$ cat src/rtl/controller_ds2_multi.sv
// DualShock/DualShock2 multi-pad poller.
// Pads share ds_clk, ds_mosi and ds_miso and each has its own chip select.
// Every frame polls each pad with the 9-byte 01 42 00.. command. The reply
// is folded into a 12-bit button word, with optional stick-to-D-pad folding.
module controller_ds2_multi #(
  parameter int FREQ         = 21_600_000,
  parameter int NUM_PADS     = 2,
  parameter int SCK_HZ       = 250_000,
  parameter int POLL_HZ      = 60,
  parameter int STICK_DPAD   = 1,
  parameter int STICK_THRESH = 64
) (
  input  logic                    clk,
  input  logic                    I_RSTn,
  output logic                    ds_clk,
  output logic                    ds_mosi,
  input  logic                    ds_miso,
  output logic [NUM_PADS-1:0]     ds_cs,
  output logic [12*NUM_PADS-1:0]  buttons,
  output logic [NUM_PADS-1:0]     present,
  output logic [NUM_PADS-1:0]     analog,
  output logic                    frame_done
);

  localparam int HALF   = FREQ / (2 * SCK_HZ);
  localparam int PERIOD = FREQ / POLL_HZ;
  localparam int PW     = (PERIOD > 1) ? $clog2(PERIOD) : 1;
  localparam int TW     = $clog2(2 * HALF + 1);
  localparam int LO_LIM = 128 - STICK_THRESH;
  localparam int HI_LIM = 127 + STICK_THRESH;

  typedef enum logic [2:0] {IDLE, SEL, BIT_LO, BIT_HI, GAP, DESEL, NEXT} state_e;

  state_e              state_q;
  logic [PW-1:0]       poll_q;
  logic [TW-1:0]       tmr_q;
  logic [2:0]          bit_q;
  logic [3:0]          byte_q;
  logic [2:0]          pad_q;
  logic                clk_q, mosi_q, fd_q;
  logic [NUM_PADS-1:0] cs_q;
  logic [7:0]          rx_q, rx_d;
  logic [7:0]          id_q, ack_q, b0_q, b1_q, lx_q, ly_q;
  logic                tick, half_done, full_done, sample, byte_end, commit;
  logic [11:0]         btn_new;
  logic                pres_new, an_new;

  // Command byte k of the frame is 01, 42, then zeros; bits go out LSB first.
  function automatic logic tx_bit(input logic [3:0] byte_i, input logic [2:0] bit_i);
    logic [7:0] b;
    b = (byte_i == 4'd0) ? 8'h01 : (byte_i == 4'd1) ? 8'h42 : 8'h00;
    return b[bit_i];
  endfunction

  assign tick      = (poll_q == PW'(PERIOD - 1));
  assign half_done = (tmr_q == TW'(HALF - 1));
  assign full_done = (tmr_q == TW'(2 * HALF - 1));
  assign sample    = (state_q == BIT_HI) && (tmr_q == '0);
  assign byte_end  = (state_q == BIT_HI) && half_done && (bit_q == 3'd7);
  assign commit    = (state_q == DESEL) && full_done;

  // Free-running frame-rate counter; the wrap is the poll tick
  always_ff @(posedge clk or negedge I_RSTn) begin
    if (!I_RSTn) poll_q <= '0;
    else         poll_q <= tick ? '0 : poll_q + 1'b1;
  end

  // Frame sequencer: chip selects, serial clock and command bits, all registered
  always_ff @(posedge clk or negedge I_RSTn) begin
    if (!I_RSTn) begin
      state_q <= IDLE;
      tmr_q   <= '0;
      bit_q   <= '0;
      byte_q  <= '0;
      pad_q   <= '0;
      clk_q   <= 1'b1;
      mosi_q  <= 1'b1;
      cs_q    <= '1;
      fd_q    <= 1'b0;
    end else begin
      fd_q  <= 1'b0;
      tmr_q <= tmr_q + 1'b1;
      case (state_q)
        IDLE: begin
          tmr_q <= '0;
          // A tick arriving while a frame is running is simply lost here.
          if (tick) begin
            pad_q   <= '0;
            cs_q    <= ~NUM_PADS'(1);
            state_q <= SEL;
          end
        end
        SEL: if (full_done) begin
          tmr_q   <= '0;
          byte_q  <= '0;
          bit_q   <= '0;
          clk_q   <= 1'b0;
          mosi_q  <= tx_bit(4'd0, 3'd0);
          state_q <= BIT_LO;
        end
        BIT_LO: if (half_done) begin
          tmr_q   <= '0;
          clk_q   <= 1'b1;
          state_q <= BIT_HI;
        end
        BIT_HI: if (half_done) begin
          tmr_q <= '0;
          if (bit_q != 3'd7) begin
            bit_q   <= bit_q + 3'd1;
            clk_q   <= 1'b0;
            mosi_q  <= tx_bit(byte_q, bit_q + 3'd1);
            state_q <= BIT_LO;
          end else begin
            bit_q  <= '0;
            mosi_q <= 1'b1;
            if (byte_q != 4'd8) begin
              byte_q  <= byte_q + 4'd1;
              state_q <= GAP;
            end else begin
              cs_q    <= '1;
              state_q <= DESEL;
            end
          end
        end
        GAP: if (full_done) begin
          tmr_q   <= '0;
          clk_q   <= 1'b0;
          mosi_q  <= tx_bit(byte_q, 3'd0);
          state_q <= BIT_LO;
        end
        DESEL: if (full_done) begin
          tmr_q   <= '0;
          pad_q   <= pad_q + 3'd1;
          state_q <= NEXT;
        end
        NEXT: begin
          tmr_q <= '0;
          if (pad_q < 3'(NUM_PADS)) begin
            cs_q    <= ~(NUM_PADS'(1) << pad_q);
            state_q <= SEL;
          end else begin
            fd_q    <= 1'b1;
            state_q <= IDLE;
          end
        end
        default: state_q <= IDLE;
      endcase
    end
  end

  // Next receive byte including this cycle's sample (covers HALF == 1)
  always_comb begin
    rx_d = rx_q;
    if (sample) rx_d = {ds_miso, rx_q[7:1]};
  end

  // Receive shifter plus capture of the reply bytes that matter at commit.
  // ds_miso has been stable for a full half period when it is sampled.
  always_ff @(posedge clk) begin
    rx_q <= rx_d;
    if (byte_end) begin
      case (byte_q)
        4'd1: id_q  <= rx_d;
        4'd2: ack_q <= rx_d;
        4'd3: b0_q  <= rx_d;
        4'd4: b1_q  <= rx_d;
        4'd7: lx_q  <= rx_d;
        4'd8: ly_q  <= rx_d;
        default: ;
      endcase
    end
  end

  // Reply decode: ack/ID classification, active-low buttons, stick folding
  always_comb begin
    pres_new = (ack_q == 8'h5A);
    an_new   = pres_new && (id_q == 8'h73);
    btn_new  = '0;
    if (pres_new) begin
      btn_new = {~b1_q[3] | ~b1_q[1], ~b1_q[2] | ~b1_q[0], ~b1_q[4], ~b1_q[5],
                 ~b0_q[5], ~b0_q[7], ~b0_q[6], ~b0_q[4],
                 ~b0_q[3], ~b0_q[0], ~b1_q[7], ~b1_q[6]};
      if ((STICK_DPAD != 0) && an_new) begin
        if (int'(lx_q) < LO_LIM) btn_new[6] = 1'b1;
        if (int'(lx_q) > HI_LIM) btn_new[7] = 1'b1;
        if (int'(ly_q) < LO_LIM) btn_new[4] = 1'b1;
        if (int'(ly_q) > HI_LIM) btn_new[5] = 1'b1;
      end
    end
  end

  for (genvar g = 0; g < NUM_PADS; g++) begin : g_pad
    logic [11:0] btn_q;
    logic        pres_q, an_q;

    // Pad g's outputs change only when its own reply is committed
    always_ff @(posedge clk or negedge I_RSTn) begin
      if (!I_RSTn) begin
        btn_q  <= '0;
        pres_q <= 1'b0;
        an_q   <= 1'b0;
      end else if (commit && (pad_q == 3'(g))) begin
        btn_q  <= btn_new;
        pres_q <= pres_new;
        an_q   <= an_new;
      end
    end

    assign buttons[12*g +: 12] = btn_q;
    assign present[g]          = pres_q;
    assign analog[g]           = an_q;
  end

  assign ds_clk     = clk_q;
  assign ds_mosi    = mosi_q;
  assign ds_cs      = cs_q;
  assign frame_done = fd_q;

endmodule

$ cat config.mk
export PLATFORM = sky130hd
export DESIGN_NAME = controller_ds2_multi
export DESIGN_NICKNAME = d
export VERILOG_FILES = /design/src/rtl/controller_ds2_multi.sv
export SDC_FILE = /design/constraint.sdc
export NUM_CORES = 1
export LEC_CHECK = 0
export ABC_AREA = 1
export BUFFER_PORTS_ARGS = -buffer_cell sky130_fd_sc_hd__buf_2
export CAP_MARGIN = 40
export CORE_MARGIN = 8
export CORE_UTILIZATION = 40
export CTS_CLUSTER_DIAMETER = 40
export DETAILED_ROUTE_END_ITERATION = 12
export PLACE_DENSITY = 0.64
export SYNTH_ARGS = -nofsm -noshare
export SYNTH_HDL_FRONTEND = slang
export SYNTH_SLANG_ARGS = --single-unit
export TNS_END_PERCENT = 1
$ cat constraint.sdc
create_clock -name clk -period 5.5 [get_ports clk]
set_input_delay 0.55 -clock clk [delete_from_list [all_inputs] [get_ports clk]]
set_output_delay 0.55 -clock clk [all_outputs]
set_load 0.02 [all_outputs]
* Yosys cells after proc, flatten, opt, wreduce, memory -nomap -nowiden
Cells that the tools add are included.
Widths: inputs -> output; s select.
** Storage, ports and cells
- Bits in registers :: 128
- Logic and storage cells :: 172
- Output and inout port bits :: 33
** Cells by class
- Bitwise operators :: 17
- Reduce and logical (&&, ||, !) cells :: 33
- $add $sub $neg :: 5
- Order comparisons :: 6
- Eq/ne operators :: 33
- Mux-type cells :: 54
- Shift-type cells :: 1
** Operators with widths (count)
- $mux 3 :: 11
- $mux 7 :: 4
- $pmux 7 s3 :: 1
- $mux 4 :: 5
- $add 19x1->19 const B :: 1
- $eq 19x19->1 const B :: 1
- $mux 19 :: 1
- $ne 2x2->1 const B :: 9
- $pmux 3 s6 :: 1
- $mux 1 :: 17
- $eq 8x7->1 const B :: 2
- $gt 8x8->1 const B :: 2
- $lt 8x7->1 const B :: 2
- $reduce_and 5->1 :: 3
- $not 1->1 :: 14
- $eq 3x3->1 const B :: 4
- $mux 12 :: 1
- $pmux 3 s2 :: 2
- $reduce_and 2->1 :: 6
- $mux 2 :: 5
- $reduce_bool 3->1 :: 3
- $eq 4x2->1 const B :: 2
- $eq 4x3->1 const B :: 2
- $mux 8 :: 1
- 31 further kinds :: 49

* Longest topological paths before layout
Gate-level depths: netlist of run 1.
- Word-level depth :: 8
- Mapped depth :: 12
- Depth with buffers taken out :: 12

* Worst setup path before layout of run 1
No wires, ideal clock.
- Kind :: reg-to-reg
- Start point :: register bit_q[0]
- End point :: register b1_q[0] (enable)
- Required time :: 5.105 ns
- Stages on the path, launching flop included :: 7
- Buffers on the path :: 0
- Arrival :: 1.893 ns
- Path slack :: 3.212 ns
- Library setup time :: 0.395 ns
- Path through :: dfrtp_1 -> ha_1 -> ha_1 -> nand2_1 -> nor2_1 -> nand2_1 -> nor4_1
** On the way
- Longest elaborated chain between the ends :: 3
** RTL lines
- from (decl) :: RTL line 37 : logic [2:0] bit_q;
- from (signal assigned) :: RTL line 109 : bit_q <= bit_q + 3'd1;
- $eq 3x3->1 :: RTL line 59 : assign byte_end = (state_q == BIT_HI) && half_done && (bit_q == 3'd7);
- $logic_and 1x1->1 :: RTL line 59
- $reduce_and 2->1 (no source line)
- to (signal assigned) :: RTL line 166 : 4'd4: b1_q <= rx_d;
- to (decl) :: RTL line 43 : logic [7:0] id_q, ack_q, b0_q, b1_q, lx_q, ly_q;
Every way passes these cells.
A chain may end at the register's enable or synchronous reset.

* Worst setup path after layout of run 1
- Start point :: register bit_q[0]
- End point :: register b0_q[0] (enable)
** On the way
- Longest elaborated chain between the ends :: 3
** RTL lines
- $eq 3x3->1 :: RTL line 59
- $logic_and 1x1->1 :: RTL line 59
- $reduce_and 2->1 (no source line)
- to (signal assigned) :: RTL line 165 : 4'd3: b0_q <= rx_d;
- to (decl) :: RTL line 43
Every way passes these cells.

==> flow_metrics.tcl, run 1 <==
set metrics [dict create \
    worst_pin_slew_ns 0.788 \
    cts_buffer_depth 2 \
    yosysTopAreaCellShare_pct 31.5 \
    cts_hold_buf 0 \
    wl_per_cell_microns 12.8 \
    cts_resized 0 \
    syn_area_per_cell_sq_um 9.61 \
    period_needed_ns 2.19 \
    path_max_fanout 6 \
    diodes 0 \
    antenna_found_initial 0 \
    p_per_area_nw_per_um2 312 \
    rows 42 \
    r2r-end "b0_q[0]" \
    io_buffers 35 \
    drive_gt1_share_pct 20.4 \
    worst-endpoint-arrival_ns 2.24 \
    vias_per_cell 4.77 \
    r2r_start "bit_q[0]" \
    dp.cells 766 \
    clock.fmax_ghz 0.457 \
    netlist_instances 562 \
    finalSetupViolCount 0 \
    synth_top_family_by_area "simple AND/OR/NAND/NOR gates" \
    fin_tns_setup_ns 0 \
    drc_errors 0 \
    finalPower_mw 1.99 \
    drt_iter0_drc 208 \
    synth_edf_count 34 \
    synth_seq_cells 114 \
    finClkSkew_ns 0.0186 \
    ys_types 39 \
    dpl_cell_area_sq_um 5760 \
    fin_hold_ws_ns 0.0303 \
    synthMostInstantiatedCell "nand2_1" \
    period_share_pct 39.8 \
    htree_levels 4 \
    slew_violations 0 \
    endpoint_kind "flip-flop" \
    grt_remaining_overflow 0 \
    peakVddDrop_uv 202 \
    core-area_sq_um 13200 \
    hp-class "input pin to async pin" \
    async_reset_ff_share_pct 63.2 \
    status "finished, final reports clean" \
    hold_violations 0 \
    synth-xor-area-share_pct 2.11 \
    die_w_microns 132 \
    ys_seq_area_share_pct 55.3 \
    criticalPathCategory "flip-flop to flip-flop" \
    cts_tree "built" \
    synth_area_sq_um 5400 \
    ff2ff_setup_slack_ns 3.31 \
    ys_top_cells_by_area "dfrtp_1, edfxtp_1, nand2_1" \
    postCtsSetupRepairBufs 0 \
    io_pins 36 \
    die_y_microns 132 \
    hpwl_microns 7430 \
    clock_sinks 114 \
    area_delta_synth_final_pct 17.7 \
    cp-start-kind "flip-flop" \
    instances_no_fill 798 \
    initial_utilization_pct 40.8 \
    yosysTopAreaCell "dfrtp_1" \
    relSlewSlack_pct 47.0 \
    max_cap_viol_count 0 \
    dr.pass1.iters 4 \
    cts.clk_slew.worst_paths_ns 0.05 \
    finish.net_count 626 \
    muxShareOfSynthArea_pct 0.417 \
    cts_root_buf "clkbuf_16" \
    synth_simple_gate_area_share_pct 25.2 \
    yosys.area_share.adder_pct 3.24 \
    fin_area_sq_um 6360 \
    wirelength_microns 10200 \
    antenna_left 0 \
    grt_max_degree 67 \
    syn-num-nets 579 \
    rr_worst_depth 6 \
    rsz0062_at_grt "false" \
    power.leakage_nw 2.90 \
    required_ns 5.55 \
    ys_warn_count 0 \
    design.die.area_sq_um 17500 \
    grt_pass1_vias 3879 \
    numCtsBuffers 17 \
    synth-main-ff-cell "dfrtp_1" \
    grt_use_total_pct 12.7 \
    insertion_delay_ns 0.42 \
    gp_congestion 0.862 \
    grt_pass1_wl_microns 18100 \
    dr_total_vias 3803 \
    synth_compound_area_share_pct 7.43 \
    synth_commonest_cells "nand2_1, dfrtp_1, inv_1" \
]
-- critical path: stages (launching register included) --
cell and delay (ns):
dfrtp_1 0.40, ha_1 0.17, ha_1 0.18, nand2_1 0.08, nor2_1 0.26, nand3_1 0.13, nor3_1 0.62
-- registers in the layout, indices dropped and copies added, names as in the netlist, 4 cells and up --
| name | cells |
|---|---|
| id_q | 8 |
| b1_q | 8 |
| poll_q | 19 |
| byte_q | 4 |
| ack_q | 8 |
| g_pad.btn_q | 24 |
| tmr_q | 7 |
| rx_q | 8 |
| b0_q | 6 |
-- layout by cell type, fill, tap and decap left out, types with 13 or more instances in the layout --
cell type	Yosys	routed
a21oi_1	17	17
nand3_1	32	32
nand2_1	113	113
inv_1	65	65
ha_1	14	14
o21ai_1	16	16
edfxtp_1	34	34
buf_2	2	35
o21ai_0	19	19
nor2_1	56	56
dfrtp_1	68	68
nor3_1	13	13
clkbuf_16	0	17
-- area by class of cell --
| type | count | area (sq um) |
|---|---|---|
| clock buffers | 23 | 468 |
| multi-input cells | 368 | 2070 |
| inverters | 70 | 263 |
| repair buffers | 38 | 218 |
| flip-flops and latches | 114 | 2990 |
| fillers | 1249 | 6880 |
| clock inverters | 9 | 130 |
| well taps | 176 | 220 |
-- through the flow --
step                      worst slack [ns]  util (%)
after floorplan                       3.21         -
after global placement                3.38      43.3
after detailed placement              3.31      43.5
after CTS                             3.30      48.0
after global routing                  3.05      48.0
final                                 3.31      48.0
-- cells by family (layout without fill, tap and decap cells) --
group,count (synthesis),after routing
compound gates,69,69
xor+xnor,13,13
fa+ha+maj,14,14
buf+inv,80,140
flops,114,114
mux,2,2
simple gates,270,270
-- power by group --
part / switching (mW) / internal, mW / leakage [nW]
Combinational: 0.0113 / 0.00330 / 1.26
Clock: 0.368 / 0.734 / 0.291
Sequential: 0.000163 / 0.871 / 1.35
-- worst max-delay path by stage --
| stage | cells after the start | slack [ns] | start | endpoint |
|---|---|---|---|---|
| after floorplan | 6 | 3.21 | bit_q[0] | b1_q[0] |
| after detailed placement | 6 | 3.31 | bit_q[0] | b0_q[0] |
| final | 6 | 3.31 | bit_q[0] | b0_q[0] |
| after global placement | 6 | 3.38 | bit_q[0] | b0_q[0] |
| after global routing | 6 | 3.05 | bit_q[0] | b0_q[0] |
| after CTS | 6 | 3.30 | bit_q[0] | b0_q[3] |
-- metal layers --
| metal | wire length, microns | track usage (%) |
|---|---|---|
| met1 | 4820 | 15.2 |
| met2 | 4770 | 20.0 |
| met3 | 484 | 4.57 |
| met4 | 144 | 5.74 |
| met5 | 0 | 0 |
Power figures use the tool's default switching activity.
==> inputs of run 2 (changes only) <==
==> constraint.sdc (replaced) <==
create_clock -name clk -period 2.1 [get_ports clk]
set_input_delay 0.21 -clock clk [delete_from_list [all_inputs] [get_ports clk]]
set_output_delay 0.21 -clock clk [all_outputs]
set_load 0.02 [all_outputs]
==> run 2 against run 1 <==
Compared with the run above:
- count of clock-buffer cells in the layout decreased by 4
- global-route usage up 0.42 points
- final area is 1.3% higher
- fmax up 13%
- die area stayed put
- critical endpoint is now b1_q[0]
==> flow_metrics.tcl, run 2 (synthesis gave the netlist of run 1 again) <==
set metrics [dict create \
    relSlewSlack_pct 59.2 \
    design.die.area_sq_um 17500 \
    finish.net_count 638 \
    clock.fmax_ghz 0.518 \
    grt_remaining_overflow 0 \
    postCtsSetupRepairBufs 0 \
    worstHoldStart "ds_miso" \
    drc_errors 0 \
    drt_iter0_drc 327 \
    die_w_microns 132 \
    io_pins 36 \
    regMostFlops "g_pad.btn_q" \
    vias_per_cell 4.84 \
    largest_reg_flops 24 \
    ff2ff_setup_slack_ns 0.17 \
    dr_total_vias 3920 \
    power.leakage_nw 2.96 \
    slew_violations 0 \
    grt_pass1_vias 3944 \
    cts.clk_slew.worst_paths_ns 0.05 \
    antenna_left 0 \
    clock_sinks 114 \
    antenna_found_initial 0 \
    dr_wl_met3_microns 449 \
    peakVddDrop_uv 522 \
    period_share_pct 92.0 \
    endpoint_kind "flip-flop" \
    numCtsBuffers 17 \
    gp_congestion 0.879 \
    hpwl_microns 8070 \
    cp-start-kind "flip-flop" \
    fin_tns_setup_ns 0 \
    instances_no_fill 810 \
    met1_length_microns 5210 \
    wl_met2_microns 5010 \
    area_delta_synth_final_pct 19.3 \
    dr.pass1.iters 4 \
    p_per_area_nw_per_um2 798 \
    critical_path.startpoint "bit_q[0]" \
    rsz0062_at_grt "false" \
    worst_pin_slew_ns 0.613 \
    layout_commonest_cell "nand2_1" \
    grt_max_degree 25 \
    path_max_fanout 8 \
    core-area_sq_um 13200 \
    status "finished, final reports clean" \
    reg_top3 "g_pad.btn_q (24), poll_q (19)" \
    finalPower_mw 5.14 \
    max_cap_viol_count 0 \
    wl_per_cell_microns 13.5 \
    die_y_microns 132 \
    top_layer "met4" \
    mostFrequentLayoutCells "nand2_1, dfrtp_1, inv_1, nor2_1, buf_2" \
    worst-endpoint-arrival_ns 2.06 \
    dp_slack_ns 0.197 \
    hold_violations 0 \
    initial_utilization_pct 40.8 \
    criticalPathCategory "flip-flop to flip-flop" \
    cts_buffer_depth 2 \
    rows 42 \
    finClkSkew_ns 0.00556 \
    hp-class "input pin to flip-flop" \
    period_needed_ns 1.93 \
    cts_tree "built" \
    finalSetupViolCount 0 \
    insertion_delay_ns 0.42 \
    worst_slack_ns 0.168 \
    drive_gt1_share_pct 22.4 \
    grt_pass1_wl_microns 18600 \
    dp.cells 777 \
    wirelength_microns 10900 \
    cts_root_buf "clkbuf_16" \
    diodes 0 \
    htree_levels 4 \
    fin_util_pct 48.7 \
    io_buffers 35 \
    grt_use_total_pct 13.1 \
    required_ns 2.23 \
    r2r_start "bit_q[0]" \
]
run 2: cell count changes in the layout (fill, tap and decap cells not counted), moves of 2 or more:
cell,delta
inv_4,+2
clkbuf_1,-4
clkinv_1,+2
buf_4,+11
run 2: stage by stage:
stage	hold slack (ns)	area [sq um]
4_1_cts	0.148	6440
3_3_place_gp	0.252	5840
2_1_floorplan	-0.0856	5410
6_report	0.162	6440
5_1_grt	0.182	6440
3_5_place_dp	0.259	5840
run 2: repair_timing:
action | CTS | global route
hold endpoints to repair | 17 | 0
hold buffers | 1 | 0
gates resized for setup | 0 | 1
endpoints found under the setup margin | 0 | 1
run 2: report_power, final:
group | switching (mW) | total [mW] | internal, mW | leakage [nW]
clock network | 1.02 | 2.82 | 1.80 | 0.289
registers | 0.000466 | 2.28 | 2.28 | 1.35
logic | 0.0311 | 0.0418 | 0.0106 | 1.32
run 2: path summary, 6_finish.rpt:
check / to / cells past startpoint
min in group asynchronous: tmr_q[6] / 2
min: rx_q[7] / 2
max in group asynchronous: g_pad[1].an_q / 3
min reg2reg: ds_cs[1] / 2
max reg2reg: b1_q[0] / 7
max: b1_q[0] / 7
run 2: final cells by class:
type,count,area [sq um]
inverters,70,263
multi-input cells,368,2080
well taps,176,220
repair buffers,50,303
fillers,1276,6800
flip-flops and latches,114,2990
clock buffers,19,453
clock inverters,13,133
run 2: layer usage:
| metal | vias up | global-route usage (%) |
|---|---|---|
| li1 | 1968 | - |
| met5 | - | 0 |
| met4 | 0 | 6.50 |
| met3 | 20 | 4.08 |
| met2 | 71 | 20.6 |
| met1 | 1861 | 16.0 |
run 2: critical path, stage by stage (launching register included):
cell and delay (ns):
dfrtp_1 0.39, ha_1 0.16, ha_1 0.21, nand2_1 0.09, nor2_1 0.26, nand2_1 0.17, nor4_2 0.15, buf_4 0.20
